## config.mk

```make
export PLATFORM = sky130hd
export DESIGN_NAME = div_unit_flat
export DESIGN_NICKNAME = d
export VERILOG_FILES = /design/src/rtl/div_unit_pkg.sv /design/src/rtl/div_unit_if.sv /design/src/rtl/div_step.sv /design/src/rtl/div_unit.sv /design/src/flat_wrapper.sv
export SDC_FILE = /design/constraint.sdc
export NUM_CORES = 1
export LEC_CHECK = 0
export ABC_AREA = 1
export CORE_MARGIN = 4
export CORE_UTILIZATION = 40
export DETAILED_ROUTE_END_ITERATION = 10
export PLACE_DENSITY = 0.7
export SLEW_MARGIN = 20
export SYNTH_ARGS = -nofsm -noshare
export SYNTH_HDL_FRONTEND = slang
export SYNTH_SLANG_ARGS = --single-unit
```

## constraint.sdc

```tcl
create_clock -name i_clk -period 4.8 [get_ports i_clk]
set_input_delay 0.72 -clock i_clk [delete_from_list [all_inputs] [get_ports i_clk]]
set_output_delay 0.72 -clock i_clk [all_outputs]
set_load 0.01 [all_outputs]
```

## src/rtl/div_unit_pkg.sv

```systemverilog
// div_unit_pkg: shared op encodings, FSM states and constants for the RV32M divider
package div_unit_pkg;
  typedef enum logic [1:0] {
    DIV_OP_DIV  = 2'b00,
    DIV_OP_DIVU = 2'b01,
    DIV_OP_REM  = 2'b10,
    DIV_OP_REMU = 2'b11
  } div_op_e;
  typedef enum logic [1:0] {IDLE, BUSY, FINAL, DONE} div_state_e;
  localparam int DIV_ITERS = 32;
  localparam logic [31:0] INT_MIN = 32'h8000_0000;
  localparam logic [31:0] ALL_ONES = 32'hFFFF_FFFF;
  function automatic logic [31:0] special_result(input logic is_rem, input logic dz, input logic [31:0] rs1);
    return dz ? (is_rem ? rs1 : ALL_ONES) : (is_rem ? 32'h0 : INT_MIN);
  endfunction
endpackage

```

## src/rtl/div_unit_if.sv

```systemverilog
// div_unit_if: request and writeback handshake bundle between the core and div_unit
interface div_unit_if;
  logic        i_valid;
  logic        o_ready;
  logic [1:0]  i_op;
  logic [31:0] i_rs1_rdata;
  logic [31:0] i_rs2_rdata;
  logic [4:0]  i_rd_waddr;
  logic        i_flush;
  logic        o_valid;
  logic        i_ready;
  logic [4:0]  o_rd_waddr;
  logic [31:0] o_rd_wdata;
  modport slave (
    input  i_valid, i_op, i_rs1_rdata, i_rs2_rdata, i_rd_waddr, i_flush, i_ready,
    output o_ready, o_valid, o_rd_waddr, o_rd_wdata
  );
  modport master (
    output i_valid, i_op, i_rs1_rdata, i_rs2_rdata, i_rd_waddr, i_flush, i_ready,
    input  o_ready, o_valid, o_rd_waddr, o_rd_wdata
  );
endinterface

```

## src/rtl/div_step.sv

```systemverilog
// div_step: one restoring shift/subtract iteration of an unsigned radix-2 divide
module div_step #(
  parameter int W = 32
) (
  input  logic [W-1:0] rem,
  input  logic [W-1:0] quo,
  input  logic [W-1:0] dvs,
  output logic [W-1:0] rem_nxt,
  output logic [W-1:0] quo_nxt
);
  logic [W:0] sh, diff;
  assign sh = {rem, quo[W-1]};
  // Top bit of the W+1-bit difference is the borrow: set means keep the shifted remainder
  assign diff = sh - {1'b0, dvs};
  assign rem_nxt = diff[W] ? sh[W-1:0] : diff[W-1:0];
  assign quo_nxt = {quo[W-2:0], ~diff[W]};
endmodule

```

## src/rtl/div_unit.sv

```systemverilog
// div_unit: iterative radix-2 RV32M DIV/DIVU/REM/REMU with valid/ready writeback.
// DIV_FAST_SPECIAL_EN: divide-by-zero and signed overflow complete one edge after accept.
module div_unit
  import div_unit_pkg::*;
#(
  parameter int WIDTH = 32,
  parameter int CNT_W = 6
) (
  input logic i_clk,
  input logic i_rst_n,
  div_unit_if.slave bus
);
  div_state_e state, state_nxt;
  logic [CNT_W-1:0] cnt;
  logic [WIDTH-1:0] rem, quo, dvs, rem_nxt, quo_nxt, abs1, abs2, q_fix, r_fix, wdata_q;
  logic [4:0] rd_q, waddr_q;
  logic is_rem, neg_q, neg_r, dz, sgn, s1, s2, accept, fast_sp;
  assign accept = bus.i_valid && bus.o_ready && !bus.i_flush;
  assign sgn = ~bus.i_op[0];
  assign s1 = sgn & bus.i_rs1_rdata[WIDTH-1];
  assign s2 = sgn & bus.i_rs2_rdata[WIDTH-1];
  assign abs1 = s1 ? -bus.i_rs1_rdata : bus.i_rs1_rdata;
  assign abs2 = s2 ? -bus.i_rs2_rdata : bus.i_rs2_rdata;
`ifdef DIV_FAST_SPECIAL_EN
  assign fast_sp = bus.i_rs2_rdata == '0 ||
                   (sgn && bus.i_rs1_rdata == INT_MIN && bus.i_rs2_rdata == ALL_ONES);
`else
  assign fast_sp = 1'b0;
`endif
  div_step #(.W(WIDTH)) u_step (
    .rem(rem), .quo(quo), .dvs(dvs), .rem_nxt(rem_nxt), .quo_nxt(quo_nxt)
  );
  // Overflow falls out of the unsigned path; only the zero-divisor quotient needs forcing
  assign q_fix = dz ? ALL_ONES : (neg_q ? -quo : quo);
  assign r_fix = neg_r ? -rem : rem;
  always_ff @(posedge i_clk or negedge i_rst_n)
    if (!i_rst_n) state <= IDLE;
    else state <= state_nxt;
  always_comb begin
    state_nxt = bus.i_flush ? IDLE :
                state == IDLE  ? (accept ? (fast_sp ? DONE : BUSY) : IDLE) :
                state == BUSY  ? (cnt == CNT_W'(DIV_ITERS - 1) ? FINAL : BUSY) :
                state == FINAL ? DONE :
                bus.i_ready    ? IDLE : DONE;
  end
  always_comb begin
    bus.o_ready = state == IDLE;
    bus.o_valid = state == DONE;
  end
  always_ff @(posedge i_clk or negedge i_rst_n)
    if (!i_rst_n) begin
      cnt     <= '0;
      rem     <= '0;
      quo     <= '0;
      dvs     <= '0;
      rd_q    <= '0;
      is_rem  <= 1'b0;
      neg_q   <= 1'b0;
      neg_r   <= 1'b0;
      dz      <= 1'b0;
      wdata_q <= '0;
      waddr_q <= '0;
    end else if (bus.i_flush) begin
      cnt <= '0;
    end else if (accept) begin
      cnt    <= '0;
      rem    <= '0;
      quo    <= abs1;
      dvs    <= abs2;
      rd_q   <= bus.i_rd_waddr;
      is_rem <= bus.i_op[1];
      neg_q  <= s1 ^ s2;
      neg_r  <= s1;
      dz     <= bus.i_rs2_rdata == '0;
      if (fast_sp) begin
        wdata_q <= special_result(bus.i_op[1], bus.i_rs2_rdata == '0, bus.i_rs1_rdata);
        waddr_q <= bus.i_rd_waddr;
      end
    end else if (state == BUSY) begin
      cnt <= cnt + 1'b1;
      rem <= rem_nxt;
      quo <= quo_nxt;
    end else if (state == FINAL) begin
      cnt     <= '0;
      wdata_q <= is_rem ? r_fix : q_fix;
      waddr_q <= rd_q;
    end
  assign bus.o_rd_wdata = wdata_q;
  assign bus.o_rd_waddr = waddr_q;
endmodule

```

## src/flat_wrapper.sv

```systemverilog
// flat-port wrapper written by rule: the top's interface ports become plain ports
module div_unit_flat import div_unit_pkg::*;
#(
  parameter int WIDTH = 32,
  parameter int CNT_W = 6
)
  (i_clk, i_rst_n, bus_i_valid, bus_i_op, bus_i_rs1_rdata, bus_i_rs2_rdata, bus_i_rd_waddr, bus_i_flush, bus_i_ready, bus_o_ready, bus_o_valid, bus_o_rd_waddr, bus_o_rd_wdata);
  div_unit_if bus_i ();
  input logic i_clk;
  input logic i_rst_n;
  input wire logic [$bits(bus_i.i_valid)-1:0] bus_i_valid;
  input wire logic [$bits(bus_i.i_op)-1:0] bus_i_op;
  input wire logic [$bits(bus_i.i_rs1_rdata)-1:0] bus_i_rs1_rdata;
  input wire logic [$bits(bus_i.i_rs2_rdata)-1:0] bus_i_rs2_rdata;
  input wire logic [$bits(bus_i.i_rd_waddr)-1:0] bus_i_rd_waddr;
  input wire logic [$bits(bus_i.i_flush)-1:0] bus_i_flush;
  input wire logic [$bits(bus_i.i_ready)-1:0] bus_i_ready;
  output wire logic [$bits(bus_i.o_ready)-1:0] bus_o_ready;
  output wire logic [$bits(bus_i.o_valid)-1:0] bus_o_valid;
  output wire logic [$bits(bus_i.o_rd_waddr)-1:0] bus_o_rd_waddr;
  output wire logic [$bits(bus_i.o_rd_wdata)-1:0] bus_o_rd_wdata;
  assign bus_i.i_valid = bus_i_valid;
  assign bus_i.i_op = bus_i_op;
  assign bus_i.i_rs1_rdata = bus_i_rs1_rdata;
  assign bus_i.i_rs2_rdata = bus_i_rs2_rdata;
  assign bus_i.i_rd_waddr = bus_i_rd_waddr;
  assign bus_i.i_flush = bus_i_flush;
  assign bus_i.i_ready = bus_i_ready;
  assign bus_o_ready = bus_i.o_ready;
  assign bus_o_valid = bus_i.o_valid;
  assign bus_o_rd_waddr = bus_i.o_rd_waddr;
  assign bus_o_rd_wdata = bus_i.o_rd_wdata;
  div_unit #(.WIDTH(WIDTH), .CNT_W(CNT_W)) u_core (.i_clk(i_clk), .i_rst_n(i_rst_n), .bus(bus_i));
endmodule
```

## Word level (Yosys, flattened, before mapping)

Index checks and enable logic that the tools add are counted.
Widths: inputs -> output; s select.

- Output and inout port bits: 39
- Bits in registers: 150
- Logic and storage cells: 62
- Bits of input ports: 76

- $add $sub $neg: 6
- Bitwise logic cells: 8
- Muxes and demuxes: 22
- Reduce and logical (&&, ||, !) cells: 10
- Eq/ne operators: 4

Operator list:

| operator | number |
|---|---|
| $mux 32 | 11 |
| $neg 32->32 | 4 |
| $sub 33x32->33 | 1 |
| $logic_not 32->1 | 1 |
| $mux 6 | 4 |
| $mux 2 | 6 |
| $add 6x1->6 const B | 1 |
| $eq 6x5->1 const B | 1 |
| $not 1->1 | 5 |
| $eq 2x2->1 const B | 2 |
| $reduce_and 2->1 | 2 |
| $reduce_and 4->1 | 1 |
| $reduce_bool 4->1 | 1 |
| $and 1x1->1 | 2 |
| $eq 2x1->1 const B | 1 |
| $logic_and 1x1->1 | 2 |
| $logic_not 2->1 | 1 |
| $reduce_bool 2->1 | 1 |
| $logic_not 1->1 | 1 |
| $mux 1 | 1 |
| $xor 1x1->1 | 1 |

## Depth between registers and ports, before layout

Gate-level depths: netlist of run 1.

- Depth after elaboration: 6
- Depth in mapped cells: 18
- Depth with buffers taken out: 17

## Hierarchy

From an unflattened synthesis of run 1, not the netlist that was laid out.

- Cell total of the unflattened synthesis: 2249
- Area, all modules: 13554.2 µm²

By module, submodules not included:

| module | area an instance (µm²) | instances | seq. area each (µm²) | cells an instance |
|---|---|---|---|---|
| div_unit | 10158.5 | 1 | 3753.6 | 1535 |
| div_step | 3395.8 | 1 | 0.0 | 714 |

## Worst setup path before layout of run 1

Ideal clock, no wire load.

- Kind: register to register
- Start: reg u_core.quo[31]
- End: reg u_core.rem[27]
- Arrival: 2092 ps
- Buffers on the path: 1
- Cell stages (with the launch flop): 19
- Data required time: 4683 ps
- Path slack: 2591 ps
- Cells stage by stage: dfrtp_1 -> inv_1 -> ha_1 -> fa_1 -> inv_1 -> nand2_1 -> nand2_1 -> nand3_1 -> nand2_2 -> nand2_4 -> nand2_4 -> nand2_4 -> nand2_2 -> nand2_4 -> nand2_4 -> buf_12 -> nand2_2 -> nand3_2 -> nand2_1

- Cells in the longest elaborated chain, start to end: 4

RTL lines:

| element | line | source |
|---|---|---|
| from (decl) | div_unit.sv:15 | `logic [WIDTH-1:0] rem, quo, dvs, rem_nxt, quo_nxt, abs1, abs2, q_fix, r_fix, wdata_q;` |
| from (signal assigned) | div_unit.sv:68 | `quo <= abs1;` |
| from (signal assigned) | div_unit.sv:82 | `quo <= quo_nxt;` |
| $sub 33x32->33 | div_step.sv:14 | `assign diff = sh - {1'b0, dvs};` |
| $mux 32 | div_step.sv:15 | `assign rem_nxt = diff[W] ? sh[W-1:0] : diff[W-1:0];` |
| $mux 32 | div_unit.sv:79 | `end else if (state == BUSY) begin` |
| $mux 32 | div_unit.sv:65 | `end else if (accept) begin` |
| to (signal assigned) | div_unit.sv:81 | `rem <= rem_nxt;` |
| to (decl) | div_unit.sv:15 |  |

No other way between the ends. The select of a mux whose other input is x is not followed.
A chain may end at the register's enable or synchronous reset.

## Worst setup path in the final report of run 1

- Start: in bus_i_flush
- End: reg u_core.cnt[5]

- Cells in the longest elaborated chain, start to end: 4
- Elaborated cells on any way between the ends: 5
- Classes of those cells: 2 x mux; 3 x reduce/logical

RTL lines:

| element | line | source |
|---|---|---|
| from (decl) | flat_wrapper.sv:16 | `input wire logic [$bits(bus_i.i_flush)-1:0] bus_i_flush;` |
| $logic_not 1->1 | div_unit.sv:18 | `assign accept = bus.i_valid && bus.o_ready && !bus.i_flush;` |
| $logic_and 1x1->1 | div_unit.sv:18 |  |
| $mux 6 | div_unit.sv:65 |  |
| $mux 6 | div_unit.sv:63 | `end else if (bus.i_flush) begin` |
| to (signal assigned) | div_unit.sv:80 | `cnt <= cnt + 1'b1;` |
| to (decl) | div_unit.sv:14 | `logic [CNT_W-1:0] cnt;` |

Parallel ways exist; a longest one is shown, timed or not.

==> results of run 1 <==
power groups by stage:
stage	Sequential (uW)	Clock, uW	Combinational (uW)
after floorplan	2230	0	4970
after global placement	2400	0	6830
after detailed placement	2410	0	6920
after CTS	2390	1370	6970
after global routing	2470	1440	7930
final	2420	1360	7060
state kept, by name, summed over array words and instances, names as in the netlist:
| name | flops |
|---|---|
| u_core.bus.o_rd_wdata | 32 |
| u_core.dvs | 32 |
| u_core.quo | 32 |
| u_core.rem | 32 |
| u_core.cnt | 6 |
| u_core.bus.o_rd_waddr | 5 |
| u_core.rd_q | 5 |
| u_core.state | 2 |
| u_core.dz | 1 |
| u_core.is_rem | 1 |
| u_core.neg_q | 1 |
| u_core.neg_r | 1 |
stage by stage:
step | instance area [sq um] | std cells | util | power [uW]
floorplan | 13300 | 2217 | - | 7200
global placement | 14800 | 2716 | 0.454 | 9230
detailed placement | 14800 | 2716 | 0.454 | 9340
CTS | 15400 | 2748 | 0.471 | 10700
global route | 15400 | 2748 | 0.471 | 11800
finish | 15400 | 2748 | 0.471 | 10800
cells by family after synthesis:
kind of cell,after synthesis,synth area share
AO/OA/AOI/OAI,274,0.116
XOR/XNOR,51,0.0335
adder cells (fa/ha/maj),38,0.0362
buffers and inverters,373,0.110
flip-flops,150,0.281
AND/OR/NAND/NOR,1331,0.423
worst paths after layout:
| path | to | slack [ns] | from | cells after the start |
|---|---|---|---|---|
| min in group i_clk | u_core.bus.o_rd_waddr[4] | 0.48 | u_core.rd_q[4] | 2 |
| worst min register to register | u_core.bus.o_rd_waddr[4] | 0.48 | u_core.rd_q[4] | 2 |
| worst min-delay path | u_core.bus.o_rd_wdata[4] | 0.28 | i_rst_n | 1 |
| worst max-delay path | u_core.cnt[5] | 1.98 | bus_i_flush | 7 |
| worst max register to register | u_core.rem[0] | 2.09 | u_core.rem[17] | 13 |
| max in group asynchronous | u_core.dvs[10] | 3.60 | i_rst_n | 2 |
worst reg2reg max path: cells and delay by family (launching register included):
kind / cells / cell delay (ns)
flops: 1 / 0.51
simple gates: 10 / 1.39
buf+inv: 1 / 0.04
fa+ha+maj: 1 / 0.43
compound gates: 1 / 0.24
cell usage after synthesis, types with 2 or more instances:
master / instances / share of area
inv_2: 6 / 0.0017
o22ai_1: 2 / 0.00094
nand3_1: 231 / 0.087
o21a_1: 5 / 0.0028
nand3_2: 12 / 0.0090
nand2_4: 7 / 0.0059
and3_1: 3 / 0.0014
o21ai_1: 9 / 0.0034
a31oi_1: 8 / 0.0038
o221ai_1: 6 / 0.0039
xnor2_1: 19 / 0.012
nand3b_1: 6 / 0.0034
and2_1: 4 / 0.0019
ha_1: 37 / 0.035
or2_2: 7 / 0.0033
nand2_2: 17 / 0.0080
o21ai_0: 142 / 0.053
nand2_1: 759 / 0.21
o31ai_1: 5 / 0.0028
inv_1: 298 / 0.084
a21oi_1: 57 / 0.021
o211ai_1: 16 / 0.0090
buf_2: 10 / 0.0038
nand4_1: 31 / 0.015
a22oi_1: 2 / 0.0011
buf_1: 4 / 0.0011
xor2_1: 32 / 0.021
o21bai_1: 6 / 0.0034
nor2_1: 223 / 0.063
a21oi_2: 3 / 0.0020
nor3_1: 23 / 0.0086
clkbuf_1: 47 / 0.013
buf_4: 6 / 0.0034
dfrtp_1: 150 / 0.28
a2bb2oi_1: 6 / 0.0039
nor2_2: 6 / 0.0028
a21boi_0: 3 / 0.0017
layout make-up:
cell class | instances | share of cell area
Inverter | 304 | 0.0740
Clock buffer | 18 | 0.0285
Clock inverter | 14 | 0.00901
Tap cell | 442 | 0.0359
Multi-Input combinational cell | 1694 | 0.528
Sequential cell | 150 | 0.244
Timing Repair Buffer | 126 | 0.0808
layer usage:
layer / global-route usage / vias to the layer above
met1: 0.347 / 6647
li1: - / 7202
met5: 0 / -
met4: 0.0876 / 0
met3: 0.0337 / 86
met2: 0.381 / 516
==> flow_metrics.tcl, run 1 <==
set metrics [dict create \
    dr_wl_met2_mm 19.9 \
    leakage_uw 0.00801 \
    post-place-ws_ns 1.61 \
    top_layer "met4" \
    multi_input_area_sq_um 8140 \
    path_delay_family "buffers and inverters" \
    place.gp.congestion 0.961 \
    fin_crit_ns 2.82 \
    fmax_ghz 0.355 \
    pin_count 115 \
    fin_crit_sh 0.586 \
    synth_async_sr_flop_share 1.00 \
    die-area_sq_um 36300 \
    hold_buffers 0 \
    worstMarginPinSlew_ns 0.815 \
    grt_max_degree 80 \
    syn_area_sq_um 13300 \
    p_int_uw 4890 \
    grt_setup_unrepaired "false" \
    totalNegativeSetupSlack_ns 0 \
    path_cells "clkdlybuf4s50_1 -> inv_1 -> nand3_2 -> buf_4 -> nand4_1 -> and3_1 -> a211oi_1" \
    die_y_microns 191 \
    layout_commonest_cell "nand2_1" \
    vias 14451 \
    met1Wirelength_mm 20.2 \
    seq_area_sq_um 3750 \
    setup_ws_ns 1.98 \
    start_kind "input pin" \
    die_w_microns 191 \
    seqPwrFrac 0.223 \
    cts_max_path_buffers 2 \
    fill_cells 3476 \
    status "complete, no violations" \
    wl_per_cell_microns 16.2 \
    first_iter_violations 1414 \
    clock-sinks 150 \
    slowest_stage "clkdlybuf4s50_1" \
    dp_hpwl_mm 35.1 \
    firstDrtPassIters 6 \
    grt_overflow 0 \
    cts_tree "built" \
    p_comb_frac 0.652 \
    port_buffers 114 \
    drt-total-wl_mm 44.4 \
    initial_utilization 0.408 \
    ys_types 46 \
    skew_ns 0.0106 \
    cts.clk_slew.worst_paths_ns 0.07 \
    coreArea_sq_um 32700 \
    grt_pass1_vias 13520 \
    root_buffer "clkbuf_16" \
    slew_headroom 0.456 \
    ys_seq_elements 150 \
    grt_pass1_wl_mm 71.4 \
    clock_power_share 0.125 \
    synthToLayoutAreaGrowth_pct 15.6 \
    finalHoldViolations 0 \
    cap_violations 0 \
    final_cell_mix "nand2_1 (759), inv_1 (297), nand3_1 (230), nor2_1 (219), dfrtp_1 (150)" \
    drc 0 \
    syn_inst 2217 \
    drive_gt1_frac 0.0477 \
    htree_levels 4 \
    maxSlewViolCount 0 \
    wl_met3_mm 2.80 \
    hp-class "in -> async" \
    synth_warnings 0 \
    path_buf_inv 3 \
    cts_buffers 17 \
    fin_hold_ws_ns 0.275 \
    clkLatencyLatePin_ns 0.44 \
    final_nets 2407 \
    crit_type "in -> reg" \
    antenna_found_initial 0 \
    switching_power_uw 5950 \
    ys_seq_area_frac 0.281 \
    avgViaCountPerCell 5.26 \
    synthFlopType "dfrtp_1" \
    path_max_fanout 75 \
    cts_setup_buffers 0 \
    switching_share 0.549 \
    n_antenna_cell 0 \
    grt_usage 0.244 \
    cp.arrival_ns 3.15 \
    slowest_delay_ns 0.59 \
    synth_edf_count 0 \
    antenna_left 0 \
    cts_resized 0 \
    rows 66 \
    worstPathRequired_ns 5.14 \
    synth_fp_nets 2331 \
    vdd_drop_max_mv 0.272 \
    setup_viol 0 \
    endpoint_kind "flop" \
    power_density_nw_per_um2 703 \
    avgSynthCellArea_sq_um 6.02 \
]
No activity file was read; power rests on OpenSTA's default activity.
==> inputs of run 2 (changes only) <==
==> constraint.sdc (replaced) <==
create_clock -name i_clk -period 2.8 [get_ports i_clk]
set_input_delay 0.42 -clock i_clk [delete_from_list [all_inputs] [get_ports i_clk]]
set_output_delay 0.42 -clock i_clk [all_outputs]
set_load 0.01 [all_outputs]
==> run 2 against run 1 <==
Against the previous run:
- setup slack got worse by 1.7 ns
- count of clock-buffer cells in the layout up 1
- combinational power rose by 77%
- cell count up 0.73%
- core utilization is 0.65 points higher
- clock power is 74% higher
- design area grew 1.4%
- clock skew up 0.0036 ns
==> flow_metrics.tcl, run 2 (synthesized netlist as in run 1, its figures left out) <==
set metrics [dict create \
    first_iter_violations 1351 \
    power_density_nw_per_um2 1210 \
    synthToLayoutAreaGrowth_pct 17.1 \
    path_max_fanout 13 \
    status "complete, no violations" \
    clkLatencyLatePin_ns 0.44 \
    vias 14537 \
    path_buf_inv 2 \
    seq_area_sq_um 3750 \
    fin_cells 2768 \
    leakage_uw 0.00811 \
    drc 0 \
    avgViaCountPerCell 5.25 \
    utilization 0.478 \
    wl_per_cell_microns 16.6 \
    antenna_left 0 \
    finalHoldViolations 0 \
    grt_overflow 0 \
    fill_cells 3450 \
    power.total_uw 18900 \
    dp_hpwl_mm 36.5 \
    fmax_ghz 0.395 \
    grt_pass1_vias 13463 \
    slew_headroom 0.464 \
    path_cells "ha_1 -> nand2_1 -> inv_2 -> nand2_1 -> nand2_1 -> nand2_1 -> nand2_1 -> a21oi_2 -> nand3_4 -> buf_4 -> nand3_1 -> nand3_2 -> nand2_1" \
    met2_usage 0.400 \
    initial_utilization 0.408 \
    cts_buffers 17 \
    die_y_microns 191 \
    grt_pass1_wl_mm 72.9 \
    htree_levels 4 \
    grt_setup_unrepaired "false" \
    grt_max_degree 76 \
    placed_cells_incl_taps 2734 \
    clock-sinks 150 \
    die-area_sq_um 36300 \
    worstPathRequired_ns 3.17 \
    grtUsageMet1 0.359 \
    drive_gt1_frac 0.0555 \
    maxSlewViolCount 0 \
    crit_type "reg -> reg" \
    port_buffers 114 \
    top_usage_layer "met2" \
    multi_input_area_sq_um 8190 \
    final_cell_mix "nand2_1 (759), inv_1 (298), nand3_1 (229), nor2_1 (219), dfrtp_1 (150)" \
    grt_use_met3 0.0335 \
    setup_viol 0 \
    n_antenna_cell 0 \
    hp-class "reg -> reg" \
    totalNegativeSetupSlack_ns 0 \
    setup_ws_ns 0.267 \
    slowest_delay_ns 0.48 \
    vdd_drop_max_mv 0.522 \
    root_buffer "clkbuf_16" \
    fin_crit_sh 0.905 \
    pin_count 115 \
    die_w_microns 191 \
    cts_max_path_buffers 2 \
    slowest_stage "dfrtp_1" \
    path_delay_family "simple AND/OR/NAND/NOR gates" \
    cts_tree "built" \
    coreArea_sq_um 32700 \
    place.gp.congestion 0.968 \
    cp_common_cell "nand2_1" \
    grt_usage 0.251 \
    cts.clk_slew.worst_paths_ns 0.07 \
    final_nets 2427 \
    firstDrtPassIters 6 \
    layout_commonest_cell "nand2_1" \
    post-place-ws_ns 0.198 \
    antenna_found_initial 0 \
    fin_crit_ns 2.53 \
    cap_violations 0 \
    rows 66 \
    cp.arrival_ns 2.90 \
    worstMarginPinSlew_ns 0.804 \
    endpoint_kind "flop" \
    drt-total-wl_mm 45.9 \
    start_kind "flop" \
    skew_ns 0.0142 \
]
run 2: cell types whose count changed in the layout (fill, tap and decap cells not counted), sizes merged:
cell and delta:
buf +18, clkbuf +1, clkinv -3, clkinvlp +2, dlygate4sd3 +1, nand2 +1
run 2: cell type report:
cell class | instances | area share
Clock buffer | 19 | 0.0284
Clock inverter | 13 | 0.00881
Inverter | 304 | 0.0730
Multi-Input combinational cell | 1695 | 0.524
Sequential cell | 150 | 0.240
Tap cell | 442 | 0.0354
Timing Repair Buffer | 145 | 0.0898
run 2: path summary, 6_finish.rpt:
path                                      from                       end  slack, ns  cells past startpoint
worst max-delay path            u_core.rem[26]            u_core.rem[26]       0.27                     13
worst min-delay path            u_core.rd_q[0]  u_core.bus.o_rd_waddr[0]       0.47                      2
worst max register to register  u_core.rem[26]            u_core.rem[26]       0.27                     13
worst min register to register  u_core.rd_q[0]  u_core.bus.o_rd_waddr[0]       0.47                      2
max in group asynchronous              i_rst_n            u_core.dvs[31]       1.47                      3
min in group asynchronous              i_rst_n  u_core.bus.o_rd_wdata[7]       0.52                      2
run 2: layer usage:
metal	part of all wire	vias to the layer above
met5	0	-
met4	0.023	0
met3	0.065	66
met2	0.45	528
met1	0.46	6695
li1	-	7248
run 2: worst reg2reg max path, delay by kind of cell (launching register included):
| family | cells | cell delay, ns |
|---|---|---|
| AND/OR/NAND/NOR | 9 | 1.00 |
| AO/OA/AOI/OAI | 1 | 0.29 |
| buffers and inverters | 2 | 0.28 |
| flip-flops | 1 | 0.48 |
| adder cells (fa/ha/maj) | 1 | 0.41 |
run 2: what timing repair did:
item,4_1_cts,5_1_grt
buffers inserted,0,0
hold buffers,1,0
endpoints found under the hold margin,55,0
setup endpoints to repair,0,33
gates resized for setup,0,6
run 2: per-stage QoR:
| step | hold WS [ns] | cell area [sq um] |
|---|---|---|
| after detailed placement | 0.434 | 15000 |
| after global routing | 0.485 | 15600 |
| after global placement | 0.438 | 15000 |
| after CTS | 0.472 | 15600 |
| after floorplan | 0.124 | 13300 |
| final | 0.471 | 15600 |
run 2: report_power, final:
part | switching, uW | total (uW) | internal, uW
Clock | 1080 | 2360 | 1280
Sequential | 942 | 4040 | 3100
Combinational | 8310 | 12500 | 4160
==> inputs of run 3 (changes only) <==
--- a/config.mk
+++ b/config.mk
@@ -7,9 +7,9 @@
 export LEC_CHECK = 0
 export ABC_AREA = 1
 export CORE_MARGIN = 4
-export CORE_UTILIZATION = 40
+export CORE_UTILIZATION = 45
 export DETAILED_ROUTE_END_ITERATION = 10
-export PLACE_DENSITY = 0.7
+export PLACE_DENSITY = 0.76
 export SLEW_MARGIN = 20
 export SYNTH_ARGS = -nofsm -noshare
 export SYNTH_HDL_FRONTEND = slang
==> run 3 against run 2 <==
Against the previous run:
- maximum frequency fell by 4.1%
- via count up 0.70%
- first-iteration DRC count is 14% higher
- combinational power barely moved
- hold slack worse by 0.044 ns
- sequential power hardly changed
- critical endpoint is now u_core.rem[6]
- largest cell class unchanged
==> flow_metrics.tcl, run 3 (synthesized netlist as in run 1, its figures left out) <==
set metrics [dict create \
    port_buffers 114 \
    cts_tree "built" \
    wl_per_cell_microns 16.7 \
    rows 62 \
    slew_headroom 0.530 \
    vias 14639 \
    coreArea_sq_um 28900 \
    cap_violations 0 \
    clkLatencyLatePin_ns 0.45 \
    power_density_nw_per_um2 1220 \
    dp_hpwl_mm 35.9 \
    status "complete, no violations" \
    seq_area_sq_um 3750 \
    cts_setup_buffers 0 \
    final_cell_mix "nand2_1 (759), inv_1 (298), nand3_1 (229), nor2_1 (219), dfrtp_1 (150)" \
    start_kind "flop" \
    fin_crit_ns 2.64 \
    fin_crit_sh 0.943 \
    die-area_sq_um 32500 \
    place.gp.congestion 1.00 \
    pin_count 115 \
    endpoint_kind "flop" \
    reg2regPathDepth 17 \
    worstMarginPinSlew_ns 0.705 \
    skew_ns 0.0155 \
    antenna_found_initial 0 \
    r2r_start "u_core.quo[31]" \
    cts_max_path_buffers 2 \
    drc 0 \
    vdd_drop_max_mv 0.608 \
    synthToLayoutAreaGrowth_pct 16.8 \
    power.total_uw 19000 \
    grt_usage 0.273 \
    crit_type "reg -> reg" \
    initial_utilization 0.461 \
    clock-sinks 150 \
    grt_overflow 0 \
    antenna_left 0 \
    n_antenna_cell 0 \
    avgViaCountPerCell 5.41 \
    cts_buffers 17 \
    die_w_microns 180 \
    rr_endpoint "u_core.rem[6]" \
    firstDrtPassIters 5 \
    worstPathRequired_ns 3.12 \
    first_iter_violations 1543 \
    totalNegativeSetupSlack_ns 0 \
    maxSlewViolCount 0 \
    root_buffer "clkbuf_16" \
    r2r_slack_ns 0.16 \
    leakage_uw 0.00812 \
    multi_input_area_sq_um 8180 \
    die_y_microns 180 \
    fmax_ghz 0.379 \
    hp-class "in -> async" \
    grt_setup_unrepaired "false" \
    grt_max_degree 76 \
    htree_levels 4 \
    cp.arrival_ns 2.97 \
    grt_pass1_vias 13538 \
    path_max_fanout 17 \
    grt_pass1_wl_mm 72.4 \
    fill_cells 2878 \
    cts.clk_slew.worst_paths_ns 0.06 \
    finalHoldViolations 0 \
    drive_gt1_frac 0.0513 \
    utilization 0.538 \
    layout_commonest_cell "nand2_1" \
    drt-total-wl_mm 45.1 \
    setup_viol 0 \
    final_nets 2421 \
]
-- run 3: changes by cell type in the layout (fill, tap and decap cells not counted), sizes merged --
cell      previous run  this run
buf                 31        26
bufinv               1         5
clkbuf              19        21
clkinv               1         4
clkinvlp             4         1
inv                311       305
nand2              784       783
-- run 3: how the worst max path moves through the flow --
stage | startpoint | to | slack (ns)
global placement | bus_i_rs2_rdata[0] | u_core.dvs[9] | 0.20
global route | u_core.quo[31] | u_core.rem[31] | 0.01
finish | u_core.quo[31] | u_core.rem[6] | 0.16
floorplan | u_core.quo[31] | u_core.rem[27] | 0.59
CTS | u_core.quo[31] | u_core.rem[31] | 0.17
detailed placement | u_core.quo[31] | u_core.rem[31] | 0.20
-- run 3: critical path: stages, from the launching register on --
cell	delay [ns]
dfrtp_1	0.35
inv_1	0.09
ha_1	0.26
fa_1	0.45
inv_1	0.15
nand2_1	0.07
nand2_1	0.07
nand3_1	0.08
nand2_2	0.13
nand2_4	0.07
nand2_4	0.07
nand2_4	0.07
nand2_2	0.11
nand2_4	0.16
nand2_8	0.17
nand2_1	0.07
nand3_1	0.08
nand2_1	0.06
-- run 3: power breakdown --
group / switching, uW / total [uW] / internal [uW]
sequential: 937 / 4040 / 3100
combinational: 8250 / 12400 / 4110
clock: 980 / 2570 / 1590
-- run 3: final cells by class --
class	count	share of cell area
Clock buffer	21	0.0283
Clock inverter	11	0.0127
Inverter	304	0.0732
Multi-Input combinational cell	1694	0.525
Sequential cell	150	0.241
Tap cell	384	0.0308
Timing Repair Buffer	140	0.0892
-- run 3: stage by stage --
step / std cells / setup WS, ns / hold slack, ns / area (sq um)
floorplan: 2217 / 0.591 / 0.124 / 13300
global placement: 2671 / 0.196 / 0.327 / 14900
detailed placement: 2671 / 0.202 / 0.324 / 14900
CTS: 2704 / 0.174 / 0.435 / 15500
global route: 2704 / 0.0117 / 0.443 / 15600
finish: 2704 / 0.160 / 0.426 / 15600
-- run 3: timing repair --
action,in CTS,in global routing
hold buffers,1,0
endpoints found under the hold margin,29,0
resized for setup,0,5
setup endpoints to repair,0,17
-- run 3: metal layers --
layer,part of all wire,global-route usage
met5,0,0
met4,0.029,0.0829
met3,0.064,0.0343
met2,0.44,0.426
met1,0.47,0.396
